File: config.mk
export PLATFORM = sky130hd
export DESIGN_NAME = mem_port_arbiter
export DESIGN_NICKNAME = d
export VERILOG_FILES = /design/src/rtl/mem_arb_defs.sv /design/src/rtl/arb_timeout_counter.sv /design/src/rtl/mem_port_arbiter.sv
export SDC_FILE = /design/constraint.sdc
export NUM_CORES = 1
export LEC_CHECK = 0
export CORE_ASPECT_RATIO = 0.7
export CORE_MARGIN = 3
export CORE_UTILIZATION = 45
export CTS_BUF_LIST = sky130_fd_sc_hd__clkbuf_16
export DETAILED_ROUTE_END_ITERATION = 16
export GPL_TIMING_DRIVEN = 0
export PLACE_DENSITY_LB_ADDON = 0.3
export SETUP_SLACK_MARGIN = 0.1
export SLEW_MARGIN = 40
export SYNTH_ARGS = -nofsm -noshare
export SYNTH_HDL_FRONTEND = slang
export SYNTH_SLANG_ARGS = --single-unit
File: constraint.sdc
create_clock -name clk_i -period 9.1 [get_ports clk_i]
set_input_delay 1.82 -clock clk_i [delete_from_list [all_inputs] [get_ports clk_i]]
set_output_delay 1.82 -clock clk_i [all_outputs]
set_load 0.02 [all_outputs]
File: src/rtl/mem_arb_defs.sv
// Shared encodings and helpers for the I/D memory-port arbiter.
package mem_arb_defs;

  localparam int unsigned ST_W  = 2;
  localparam int unsigned CNT_W = 8;

  localparam logic [ST_W-1:0] ST_IDLE  = 2'd0;
  localparam logic [ST_W-1:0] ST_GNT_I = 2'd1;
  localparam logic [ST_W-1:0] ST_GNT_D = 2'd2;
  localparam logic [ST_W-1:0] ST_DONE  = 2'd3;

  localparam logic GRANT_I = 1'b0;
  localparam logic GRANT_D = 1'b1;

  // Round-robin pick: on contention the side that did not win last time goes.
  function automatic logic pick_grant(input logic i_req, input logic d_req,
                                      input logic last_grant);
    logic grant;
    if (i_req && d_req) begin
      grant = (last_grant == GRANT_I) ? GRANT_D : GRANT_I;
    end else if (d_req) begin
      grant = GRANT_D;
    end else begin
      grant = GRANT_I;
    end
    return grant;
  endfunction

endpackage

File: src/rtl/arb_timeout_counter.sv
// Cycle counter bounding how long a grant state may wait for the memory.
module arb_timeout_counter
  import mem_arb_defs::*;
#(
  parameter int unsigned TIMEOUT = 255
) (
  input  logic clk_i,
  input  logic rst_i,
  input  logic clr_i,
  input  logic en_i,
  output logic expire_c
);

  logic [CNT_W-1:0] count_q;
  logic [CNT_W-1:0] count_d;

  // Clear wins over enable; saturate rather than wrap.
  always_comb begin
    count_d = count_q;
    if (clr_i) begin
      count_d = '0;
    end else if (en_i && (count_q != {CNT_W{1'b1}})) begin
      count_d = count_q + CNT_W'(1);
    end
  end

  // Count register.
  always_ff @(posedge clk_i or posedge rst_i) begin
    if (rst_i) begin
      count_q <= '0;
    end else begin
      count_q <= count_d;
    end
  end

  // Expiry: the last allowed grant cycle has been reached.
  assign expire_c = (count_q == CNT_W'(TIMEOUT - 1));

endmodule

File: src/rtl/mem_port_arbiter.sv
// Shares one single-ported memory between instruction fetch and the MEM stage.
module mem_port_arbiter
  import mem_arb_defs::*;
#(
  parameter int unsigned ADDR_W  = 32,
  parameter int unsigned DATA_W  = 32,
  parameter int unsigned TIMEOUT = 255
) (
  input  logic              clk_i,
  input  logic              rst_i,
  input  logic              i_req_i,
  input  logic [ADDR_W-1:0] i_addr_i,
  output logic              i_ack_o,
  output logic [DATA_W-1:0] i_rdata_o,
  input  logic              d_req_i,
  input  logic              d_we_i,
  input  logic [ADDR_W-1:0] d_addr_i,
  input  logic [DATA_W-1:0] d_wdata_i,
  output logic              d_ack_o,
  output logic [DATA_W-1:0] d_rdata_o,
  output logic              err_o,
  output logic              mem_req_o,
  output logic              mem_we_o,
  output logic [ADDR_W-1:0] mem_addr_o,
  output logic [DATA_W-1:0] mem_wdata_o,
  input  logic              mem_ack_i,
  input  logic [DATA_W-1:0] mem_rdata_i,
  output logic              stall_o
);

  logic [ST_W-1:0]   state_q, state_d;
  logic              last_grant_q, last_grant_d;
  logic              mem_req_q, mem_req_d;
  logic              mem_we_q, mem_we_d;
  logic [ADDR_W-1:0] mem_addr_q, mem_addr_d;
  logic [DATA_W-1:0] mem_wdata_q, mem_wdata_d;
  logic              i_ack_q, i_ack_d;
  logic              d_ack_q, d_ack_d;
  logic              err_q, err_d;
  logic [DATA_W-1:0] i_rdata_q, i_rdata_d;
  logic [DATA_W-1:0] d_rdata_q, d_rdata_d;

  logic cnt_clr;
  logic cnt_en;
  logic expire;
  logic grant;

  arb_timeout_counter #(
    .TIMEOUT (TIMEOUT)
  ) u_timeout (
    .clk_i    (clk_i),
    .rst_i    (rst_i),
    .clr_i    (cnt_clr),
    .en_i     (cnt_en),
    .expire_c (expire)
  );

  // Next-state and registered-output logic for the transaction sequencer.
  always_comb begin
    state_d      = state_q;
    last_grant_d = last_grant_q;
    mem_req_d    = mem_req_q;
    mem_we_d     = mem_we_q;
    mem_addr_d   = mem_addr_q;
    mem_wdata_d  = mem_wdata_q;
    i_ack_d      = 1'b0;
    d_ack_d      = 1'b0;
    err_d        = 1'b0;
    i_rdata_d    = i_rdata_q;
    d_rdata_d    = d_rdata_q;
    cnt_clr      = 1'b0;
    cnt_en       = 1'b0;
    grant        = pick_grant(i_req_i, d_req_i, last_grant_q);

    case (state_q)
      ST_IDLE: begin
        if (i_req_i || d_req_i) begin
          last_grant_d = grant;
          mem_req_d    = 1'b1;
          cnt_clr      = 1'b1;
          if (grant == GRANT_D) begin
            state_d     = ST_GNT_D;
            mem_we_d    = d_we_i;
            mem_addr_d  = d_addr_i;
            mem_wdata_d = d_wdata_i;
          end else begin
            state_d     = ST_GNT_I;
            mem_we_d    = 1'b0;
            mem_addr_d  = i_addr_i;
            mem_wdata_d = '0;
          end
        end
      end

      ST_GNT_I, ST_GNT_D: begin
        cnt_en = 1'b1;
        if (mem_ack_i) begin
          // A real ack beats a simultaneous timeout.
          mem_req_d = 1'b0;
          state_d   = ST_DONE;
          if (state_q == ST_GNT_I) begin
            i_ack_d   = 1'b1;
            i_rdata_d = mem_rdata_i;
          end else begin
            d_ack_d = 1'b1;
            if (!mem_we_q) begin
              d_rdata_d = mem_rdata_i;
            end
          end
        end else if (expire) begin
          mem_req_d = 1'b0;
          state_d   = ST_DONE;
          err_d     = 1'b1;
          if (state_q == ST_GNT_I) begin
            i_ack_d = 1'b1;
          end else begin
            d_ack_d = 1'b1;
          end
        end
      end

      ST_DONE: begin
        state_d = ST_IDLE;
      end

      default: begin
        state_d   = ST_IDLE;
        mem_req_d = 1'b0;
      end
    endcase
  end

  // State and output registers.
  always_ff @(posedge clk_i or posedge rst_i) begin
    if (rst_i) begin
      state_q      <= ST_IDLE;
      last_grant_q <= GRANT_I;
      mem_req_q    <= 1'b0;
      mem_we_q     <= 1'b0;
      mem_addr_q   <= '0;
      mem_wdata_q  <= '0;
      i_ack_q      <= 1'b0;
      d_ack_q      <= 1'b0;
      err_q        <= 1'b0;
      i_rdata_q    <= '0;
      d_rdata_q    <= '0;
    end else begin
      state_q      <= state_d;
      last_grant_q <= last_grant_d;
      mem_req_q    <= mem_req_d;
      mem_we_q     <= mem_we_d;
      mem_addr_q   <= mem_addr_d;
      mem_wdata_q  <= mem_wdata_d;
      i_ack_q      <= i_ack_d;
      d_ack_q      <= d_ack_d;
      err_q        <= err_d;
      i_rdata_q    <= i_rdata_d;
      d_rdata_q    <= d_rdata_d;
    end
  end

  assign mem_req_o   = mem_req_q;
  assign mem_we_o    = mem_we_q;
  assign mem_addr_o  = mem_addr_q;
  assign mem_wdata_o = mem_wdata_q;
  assign i_ack_o     = i_ack_q;
  assign d_ack_o     = d_ack_q;
  assign err_o       = err_q;
  assign i_rdata_o   = i_rdata_q;
  assign d_rdata_o   = d_rdata_q;

  // Stall while any requester is still waiting for its ack.
  assign stall_o = (i_req_i & ~i_ack_q) | (d_req_i & ~d_ack_q);

endmodule

==> reports/qor.yml <==
synthesis.area_mm2: 0.00583
maxCapViolations: 0
root_buffer: "clkbuf_16"
worstMarginPinSlew_ns: 0.578
fp.dieArea_mm2: 0.0144
cts_resized: 0
path_max_fanout: 4
yosys.area.top_type: "dfrtp_1"
clock_latency_ns: 0.40
crit_path_end: "stall_o"
hold_class: "reg -> reg"
vias: 4547
dr.pass1.iters: 4
reg2reg_depth: 6
layout.nets: 861
finalSetupTns_ns: 0
num_antenna_cells: 0
mostFrequentLayoutCells: "267 x clkdlybuf4s50_1, 144 x dfrtp_1, 65 x mux2_2"
synthArstFlopShare_pct: 100
start_util_pct: 46.5
cts_inserted_buffers: 17
die_h_um: 101
cts.sinks: 144
finalHoldViolations: 0
fin_skew_ns: 0.00874
synthCells: 435
outcome: "finished, final reports clean"
fmax_ghz: 0.196
cts_setup_buffers: 0
core_mm2: 0.0125
place_congestion: 0.817
yosys_warnings: 0
io_pins: 268
grt_pass1_wl_mm: 25.5
synth-seq-cells: 144
arrival_ns: 3.29
avgSynthCellArea_um2: 13.4
overflow: 0
setup_viol: 0
yosysSeqAreaShare_pct: 61.8
drt-total-wl_mm: 16.4
required_ns: 7.28
slew_viol_final: 0
ff_latch_area_mm2: 0.00360
first_global_vias: 4861
holdWs_ns: 0.476
ant_nets: 0
worstReg2RegStart: "state_q[0]"
grt_max_degree: 84
synthDistinctLibCells: 37
hpwl_mm: 12.5
rows: 34
r2r_end: "i_rdata_o[27]"
drt_iter0_drc: 133
viasPerCell: 5.08
yosysTopAreaCellShare_pct: 61.8
final_common_cell: "clkdlybuf4s50_1"
routedWlPerCell_um: 18.3
synthTopCellsByArea: "dfrtp_1 62%, mux2_2 13%, mux2i_1 5.8%"
grt.total_usage_pct: 22.8
peakVddDrop_mv: 0.193
startpoint: "i_req_i"
drive_gt1_share_pct: 16.2
ff2ff_setup_slack_ns: 7.18
cp-start-kind: "input port"
multiInputGateArea_mm2: 0.00203
clock_path_buffers: 2
path_class: "in -> out"
antenna_found_initial: 0
syn_nets: 574
cts_hold_buf: 0
synth_ff_type: "dfrtp_1"
grt_setup_unrepaired: "false"
post-route-period-util_pct: 56.2
power.density_mw_per_mm2: 376
min_period_ns: 5.11
synth_edf_count: 0
path_clk_slew_ns: 0.06
max_slew_margin_pct: 61.5
fp.dieW_um: 142
cts_tree: "done"
drc: 0
cp-end-kind: "output pin"
synthToLayoutAreaGrowth_pct: 59.6
nFillCells: 842
htreeDepth: 4
p_leak_nw: 4.04
portBuffers: 267
-- layout make-up --
class | count | area share (%)
Inverter | 9 | 0.444
Buffer | 26 | 1.79
Clock inverter | 13 | 1.49
Clock buffer | 17 | 4.57
Tap cell | 162 | 2.18
Sequential cell | 144 | 38.7
Multi-Input combinational cell | 256 | 21.8
Timing Repair Buffer | 268 | 29.0
-- layer usage --
metal | GRT usage (%) | up-vias | part of all wire [%]
met4 | 6.64 | 0 | 1.5
met1 | 28.6 | 2228 | 41
met3 | 8.12 | 21 | 8.6
met5 | 0 | - | 0
met2 | 37.7 | 172 | 49
li1 | - | 2126 | -
-- per-stage QoR --
stage	std cells	area, um^2	total power [mW]	util, %	worst slack (ns)
6_report	895	9310	3.50	74.2	3.99
5_1_grt	895	9310	3.69	74.2	3.95
4_1_cts	895	9310	3.53	74.2	3.99
3_5_place_dp	865	8740	2.85	69.7	4.00
3_3_place_gp	864	8710	2.79	69.4	1.68
2_1_floorplan	435	5830	2.02	-	3.41
-- how the worst min path moves through the flow --
stage	start	slack, ns	cells after the start	to
floorplan	state_q[0]	0.51	1	state_q[0]
global placement	mem_addr_o[12]	0.46	2	mem_addr_o[12]
detailed placement	mem_addr_o[10]	0.47	2	mem_addr_o[10]
CTS	mem_addr_o[10]	0.48	2	mem_addr_o[10]
global route	mem_addr_o[23]	0.51	2	mem_addr_o[23]
finish	mem_addr_o[16]	0.48	2	mem_addr_o[16]
-- cell usage after synthesis, types with 2 or more instances --
cell type / count
a21oi_1: 2
buf_4: 6
o21ai_0: 34
nor3_1: 2
a211oi_1: 3
o21ai_1: 3
buf_2: 7
nor2b_1: 2
and2_1: 4
nand3_1: 5
a22o_1: 33
mux2_2: 65
ha_1: 5
nand2_1: 36
nor2_1: 10
mux2i_1: 34
buf_6: 5
inv_1: 8
clkbuf_1: 7
a31oi_1: 3
nand4_1: 2
dfrtp_1: 144
-- cell families after synthesis --
| kind of cell | synth area share (%) |
|---|---|
| buffers and inverters | 3.43 |
| AND/OR/NAND/NOR | 4.80 |
| XOR/XNOR | 0.150 |
| flip-flops | 61.8 |
| adder cells (fa/ha/maj) | 1.07 |
| AO/OA/AOI/OAI | 10.4 |
| multiplexers | 18.4 |
-- worst max-delay path: stages --
cell,delay [ns]
clkdlybuf4s50_1,0.57
inv_1,0.07
o22ai_1,0.18
clkdlybuf4s50_1,0.65
-- registers in the layout, summed over array words and instances, names as in the netlist --
signal,count
d_rdata_o,32
u_timeout.count_q,8
mem_req_o,1
mem_we_o,1
i_ack_o,1
mem_wdata_o,32
mem_addr_o,32
d_ack_o,1
err_o,1
state_q,2
last_grant_q,1
i_rdata_o,32
-- power by group --
group	switching (mW)	internal, mW	leakage [nW]	total (mW)
sequential	0.175	0.949	1.78	1.12
combinational	0.836	0.871	1.98	1.71
clock	0.264	0.401	0.275	0.665
No activity file was read; power rests on OpenSTA's default activity.
